<file path="src/rtl/km_pkg.sv">
// Shared constants, FSM state encoding and width helper for the km_modred
// pseudo-Mersenne reduction stage.
package km_pkg;

  localparam int unsigned KM_W = 32;
  localparam int unsigned KM_C = 5;
  localparam longint unsigned KM_Q = (64'd1 << KM_W) - 64'(KM_C);

  typedef enum logic [2:0] {
    ST_IDLE  = 3'd0,
    ST_FOLD1 = 3'd1,
    ST_FOLD2 = 3'd2,
    ST_CORR  = 3'd3,
    ST_DONE  = 3'd4
  } km_state_e;

  // lo + C*hi with C <= 15 never exceeds W+4 bits
  function automatic int fold_width(input int w);
    return w + 4;
  endfunction

endpackage

</file>
<file path="src/rtl/km_fold.sv">
// Shared fold datapath: sum = lo + C*hi, using 2^W == C (mod Q).
module km_fold
  import km_pkg::*;
#(
  parameter int W = KM_W,
  parameter int C = KM_C
) (
  input  logic [W-1:0]             lo,
  input  logic [W-1:0]             hi,
  output logic [fold_width(W)-1:0] sum
);

  localparam int FW = fold_width(W);

  // combinational multiply-accumulate, evaluated at fold width
  always_comb begin
    sum = {4'd0, lo} + (FW'(C) * {4'd0, hi});
  end

endmodule

</file>
<file path="src/rtl/km_modred.sv">
// Reduces a 2W-bit product modulo Q = 2^W - C via two folds and one subtract.
// Optional op_count output enabled by defining KM_MODRED_OPCNT_EN.
module km_modred
  import km_pkg::*;
#(
  parameter int W = KM_W,
  parameter int C = KM_C
) (
  input  logic           clk,
  input  logic           rst,
  input  logic           in_valid,
  output logic           in_ready,
  input  logic [2*W-1:0] in_prod,
  output logic           out_valid,
  input  logic           out_ready,
  output logic [W-1:0]   out_res
`ifdef KM_MODRED_OPCNT_EN
  ,
  output logic [15:0]    op_count
`endif
);

  localparam int FW = fold_width(W);
  // Q = (2^W - 1) - (C - 1), built without a 2^W intermediate
  localparam logic [FW-1:0] Q_EXT = {4'd0, {W{1'b1}}} - FW'(C - 1);
  localparam logic [W-1:0]  Q_LO  = Q_EXT[W-1:0];

  if ((C < 1) || (C > 15)) begin : g_bad_c
    $error("km_modred: C must lie in 1..15");
  end
  if (W < 8) begin : g_bad_w
    $error("km_modred: W must be at least 8");
  end

  km_state_e        state_q, state_d;
  logic [2*W-1:0]   acc_q, acc_d;
  logic [W-1:0]     out_res_q, out_res_d;
  logic             out_valid_q, out_valid_d;
  logic             in_ready_q, in_ready_d;
  logic [W-1:0]     fold_hi;
  logic [FW-1:0]    fold_sum;
  logic             acc_ge_q;

  // FOLD1 folds the full upper half, FOLD2 only the 4-bit carry slice
  always_comb begin
    if (state_q == ST_FOLD2) begin
      fold_hi = {{(W-4){1'b0}}, acc_q[W+3:W]};
    end else begin
      fold_hi = acc_q[2*W-1:W];
    end
  end

  km_fold #(
    .W (W),
    .C (C)
  ) u_fold (
    .lo  (acc_q[W-1:0]),
    .hi  (fold_hi),
    .sum (fold_sum)
  );

  assign acc_ge_q = (acc_q[FW-1:0] >= Q_EXT);

  // next-state and next-output logic for the reduction sequence
  always_comb begin
    state_d     = state_q;
    acc_d       = acc_q;
    out_res_d   = out_res_q;
    out_valid_d = out_valid_q;
    in_ready_d  = in_ready_q;
    case (state_q)
      ST_IDLE: begin
        if (in_valid) begin
          acc_d      = in_prod;
          in_ready_d = 1'b0;
          state_d    = ST_FOLD1;
        end else begin
          in_ready_d = 1'b1;
        end
      end
      ST_FOLD1: begin
        acc_d   = {{(2*W-FW){1'b0}}, fold_sum};
        state_d = ST_FOLD2;
      end
      ST_FOLD2: begin
        acc_d   = {{(2*W-FW){1'b0}}, fold_sum};
        state_d = ST_CORR;
      end
      ST_CORR: begin
        // acc < 2Q here, so the low W bits of acc - Q are exact
        if (acc_ge_q) begin
          out_res_d = acc_q[W-1:0] - Q_LO;
        end else begin
          out_res_d = acc_q[W-1:0];
        end
        out_valid_d = 1'b1;
        state_d     = ST_DONE;
      end
      ST_DONE: begin
        if (out_ready) begin
          out_valid_d = 1'b0;
          in_ready_d  = 1'b1;
          state_d     = ST_IDLE;
        end else begin
          out_valid_d = 1'b1;
        end
      end
      default: begin
        out_valid_d = 1'b0;
        in_ready_d  = 1'b1;
        state_d     = ST_IDLE;
      end
    endcase
  end

  // state, accumulator and registered outputs
  always_ff @(posedge clk) begin
    if (rst) begin
      state_q     <= ST_IDLE;
      acc_q       <= {(2*W){1'b0}};
      out_res_q   <= {W{1'b0}};
      out_valid_q <= 1'b0;
      in_ready_q  <= 1'b1;
    end else begin
      state_q     <= state_d;
      acc_q       <= acc_d;
      out_res_q   <= out_res_d;
      out_valid_q <= out_valid_d;
      in_ready_q  <= in_ready_d;
    end
  end

  assign in_ready  = in_ready_q;
  assign out_valid = out_valid_q;
  assign out_res   = out_res_q;

`ifdef KM_MODRED_OPCNT_EN
  logic [15:0] op_count_q, op_count_d;

  // wrapping count of output handshakes
  always_comb begin
    if (out_valid_q && out_ready) begin
      op_count_d = op_count_q + 16'd1;
    end else begin
      op_count_d = op_count_q;
    end
  end

  // handshake counter register
  always_ff @(posedge clk) begin
    if (rst) begin
      op_count_q <= 16'd0;
    end else begin
      op_count_q <= op_count_d;
    end
  end

  assign op_count = op_count_q;
`endif

endmodule

</file>
<file path="config.mk">
export PLATFORM = sky130hd
export DESIGN_NAME = km_modred
export DESIGN_NICKNAME = d
export VERILOG_FILES = /design/src/rtl/km_pkg.sv /design/src/rtl/km_fold.sv /design/src/rtl/km_modred.sv
export SDC_FILE = /design/constraint.sdc
export NUM_CORES = 1
export LEC_CHECK = 0
export BUFFER_PORTS_ARGS = -buffer_cell sky130_fd_sc_hd__buf_2
export CAP_MARGIN = 20
export CORE_UTILIZATION = 40
export CTS_CLUSTER_SIZE = 14
export DETAILED_ROUTE_END_ITERATION = 6
export HOLD_SLACK_MARGIN = 0.06
export PLACE_DENSITY = 0.67
export SLEW_MARGIN = 10
export SYNTH_ARGS = -nofsm -noshare
export SYNTH_HDL_FRONTEND = slang
export SYNTH_SLANG_ARGS = --single-unit
</file>
<file path="constraint.sdc">
create_clock -name clk -period 8.78 [get_ports clk]
set_clock_uncertainty 0.15 [all_clocks]
set_input_delay 0.439 -clock clk [delete_from_list [all_inputs] [get_ports clk]]
set_output_delay 0.439 -clock clk [all_outputs]
set_load 0.005 [all_outputs]
</file>
==> reports/qor.yml <==
synth_adder_area_share: 0.1835
clkSinkCount: 101
timing.setup.tns_ns: 0
synth-xor-area-share: 0.05427
yosys.area.top_type_share: 0.2557
status: "finished clean"
clk_path_buf_depth: 2
grt_max_degree: 101
whs_ns: 0.1762
slew_viol_final: 0
p_leak_uw: 0.004026
cp-start-kind: "flop"
core_area_um2: 19400
antenna_found_initial: 0
finalCritPeriodShare: 0.5277
ctsHtreeMaxLevel: 3
yosysMostFrequentCell: "inv_1"
fmax_mhz: 215.8
num_rows: 51
drc: 0
track_usage: 0.2102
numCtsBuffers: 9
cts_resized: 0
ir_drop_mv: 0.08737
synth_nets: 1187
routed_wirelength_mm: 20.44
power_density_nw_per_um2: 197.3
avgRoutedWirePerCell_um: 15.08
crit_required_ns: 8.89
clk_pin_slew_ns: 0.08
drive_gt1_frac: 0.1385
synthArstFlopShare: 0
finalSetupViolCount: 0
vias: 6961
hold_buffers: 0
period_needed_ns: 4.633
synth_top_family_by_area: "simple AND/OR/NAND/NOR gates"
worstHoldPathType: "in2reg"
io_pins: 102
start_util: 0.4076
criticalPathCategory: "reg2reg"
tightest_slew_ns: 1.074
synth_cell_types: 67
synth.area.top_cells: "dfxtp_1, ha_1, fa_1, inv_1, a21oi_1"
postCtsSetupBuffers: 0
die_width_um: 142.6
die_h_um: 142.6
via_per_inst: 5.137
die_area_um2: 20330
area_delta_synth_final_pct: 12.93
routabilityCongestion: 0.8931
clockRootBuffer: "clkbuf_16"
max_cap_viol_count: 0
synth-main-ff-cell: "dfxtp_1"
synth_cells: 1021
num-nets-final: 1251
synth.area.mux_share: 0.002532
synth_warnings: 0
ant_nets: 0
synth_common_cells: "inv_1, dfxtp_1, nand2_1"
critPathArrivalTime_ns: 4.75
grt_overflow: 0
synth_area_um2: 7908
diodes: 0
yosys.area_share.simple: 0.2141
path_max_fanout: 30
grt_pass1_vias: 6573
hpwlAfterDp_mm: 15.96
grt_pass1_wl_mm: 33.27
drt_iter0_drc: 365
rsz0062_at_grt: "false"
slew_headroom: 0.2837
port_buffers: 101
crit_path_end_kind: "flop"
ys_seq_elements: 101
yosysSeqAreaShare: 0.2557
syn_area_per_cell_um2: 7.745
drt_pass1_iterations: 6
synth_compound_area_frac: 0.1932
yosys.area.top_type: "dfxtp_1"
clk-insertion-delay-late_ns: 0.36
cts_tree: "done"
hold_viol_final: 0
synth_edf_count: 0
critical path, stage by stage, from the launching register on:
cell and delay, ns:
dfxtp_1 0.49, nor3b_2 0.22, buf_4 0.34, nor2b_1 0.13, ha_1 0.30, inv_1 0.05
fa_1 0.49, inv_1 0.04, ha_1 0.37, a21oi_1 0.16, o21ai_0 0.17, a221oi_1 0.40
o31ai_2 0.14, a2bb2oi_1 0.21, a31oi_4 0.24, o211ai_2 0.13, and3_1 0.20, o41ai_2 0.29
routing by layer:
layer / part of all wire / global-route usage
met5: 0 / 0
met4: 0.026 / 0.08489
met3: 0.039 / 0.02288
met2: 0.42 / 0.3225
met1: 0.51 / 0.2992
placed cells by master (no fill, tap or decap), types with 33 or more instances in the layout:
cell / count
a21oi_1: 83
buf_2: 100
dfxtp_1: 101
ha_1: 68
inv_1: 145
nand2_1: 94
nand3_1: 44
nor2_1: 79
nor2b_1: 33
o21ai_0: 38
xnor2_1: 40
power breakdown:
group	switching, uW	leakage [uW]	internal (uW)
logic	476	0.00306	292
registers	58.1	0.000829	513
clock network	199	0.000141	224
total	733	0.00403	1030
sequential cells by signal (all words and copies together) (netlist names):
name and count:
in_ready 1, out_res 32, out_valid 1, state_q 3, acc_q 64
metrics by stage:
stage | cell area, um2 | std cells | util | total power (uW) | setup WS (ns)
after floorplan | 7908 | 1021 | - | 1149 | 4.466
after global placement | 8603 | 1338 | 0.4435 | 1337 | 4.258
after detailed placement | 8603 | 1338 | 0.4435 | 1341 | 4.177
after CTS | 8902 | 1354 | 0.4589 | 1766 | 4.148
after global routing | 8930 | 1355 | 0.4603 | 1902 | 3.800
final | 8930 | 1355 | 0.4603 | 1762 | 4.147
path summary, 6_finish.rpt:
path / depth (start not counted) / start / slack, ns / endpoint
worst min-delay path: 3 / in_prod[40] / 0.18 / acc_q[40]$_SDFFE_PP0P_
worst max register to register: 17 / state_q[1]$_SDFFE_PP0P_ / 4.15 / acc_q[33]$_SDFFE_PP0P_
worst max-delay path: 17 / state_q[1]$_SDFFE_PP0P_ / 4.15 / acc_q[33]$_SDFFE_PP0P_
worst min register to register: 2 / acc_q[57]$_SDFFE_PP0P_ / 0.30 / acc_q[57]$_SDFFE_PP0P_
cell families (layout without fill, tap and decap cells):
kind of cell / count (synthesis) / in the layout
AND/OR/NAND/NOR: 338 / 338
AO/OA/AOI/OAI: 232 / 232
buffers and inverters: 201 / 270
flip-flops: 101 / 101
adder cells (fa/ha/maj): 98 / 98
XOR/XNOR: 49 / 49
multiplexers: 2 / 2
cell type report:
type	instances	area (um2)
sequential	101	2022
timing repair buffer	108	580.6
multi-input combinational	719	5149
clock buffer	10	229.0
tap	265	331.6
fill	2001	10470
clock inverter	6	70.07
inverter	146	548.0
Power figures use the tool's default switching activity.
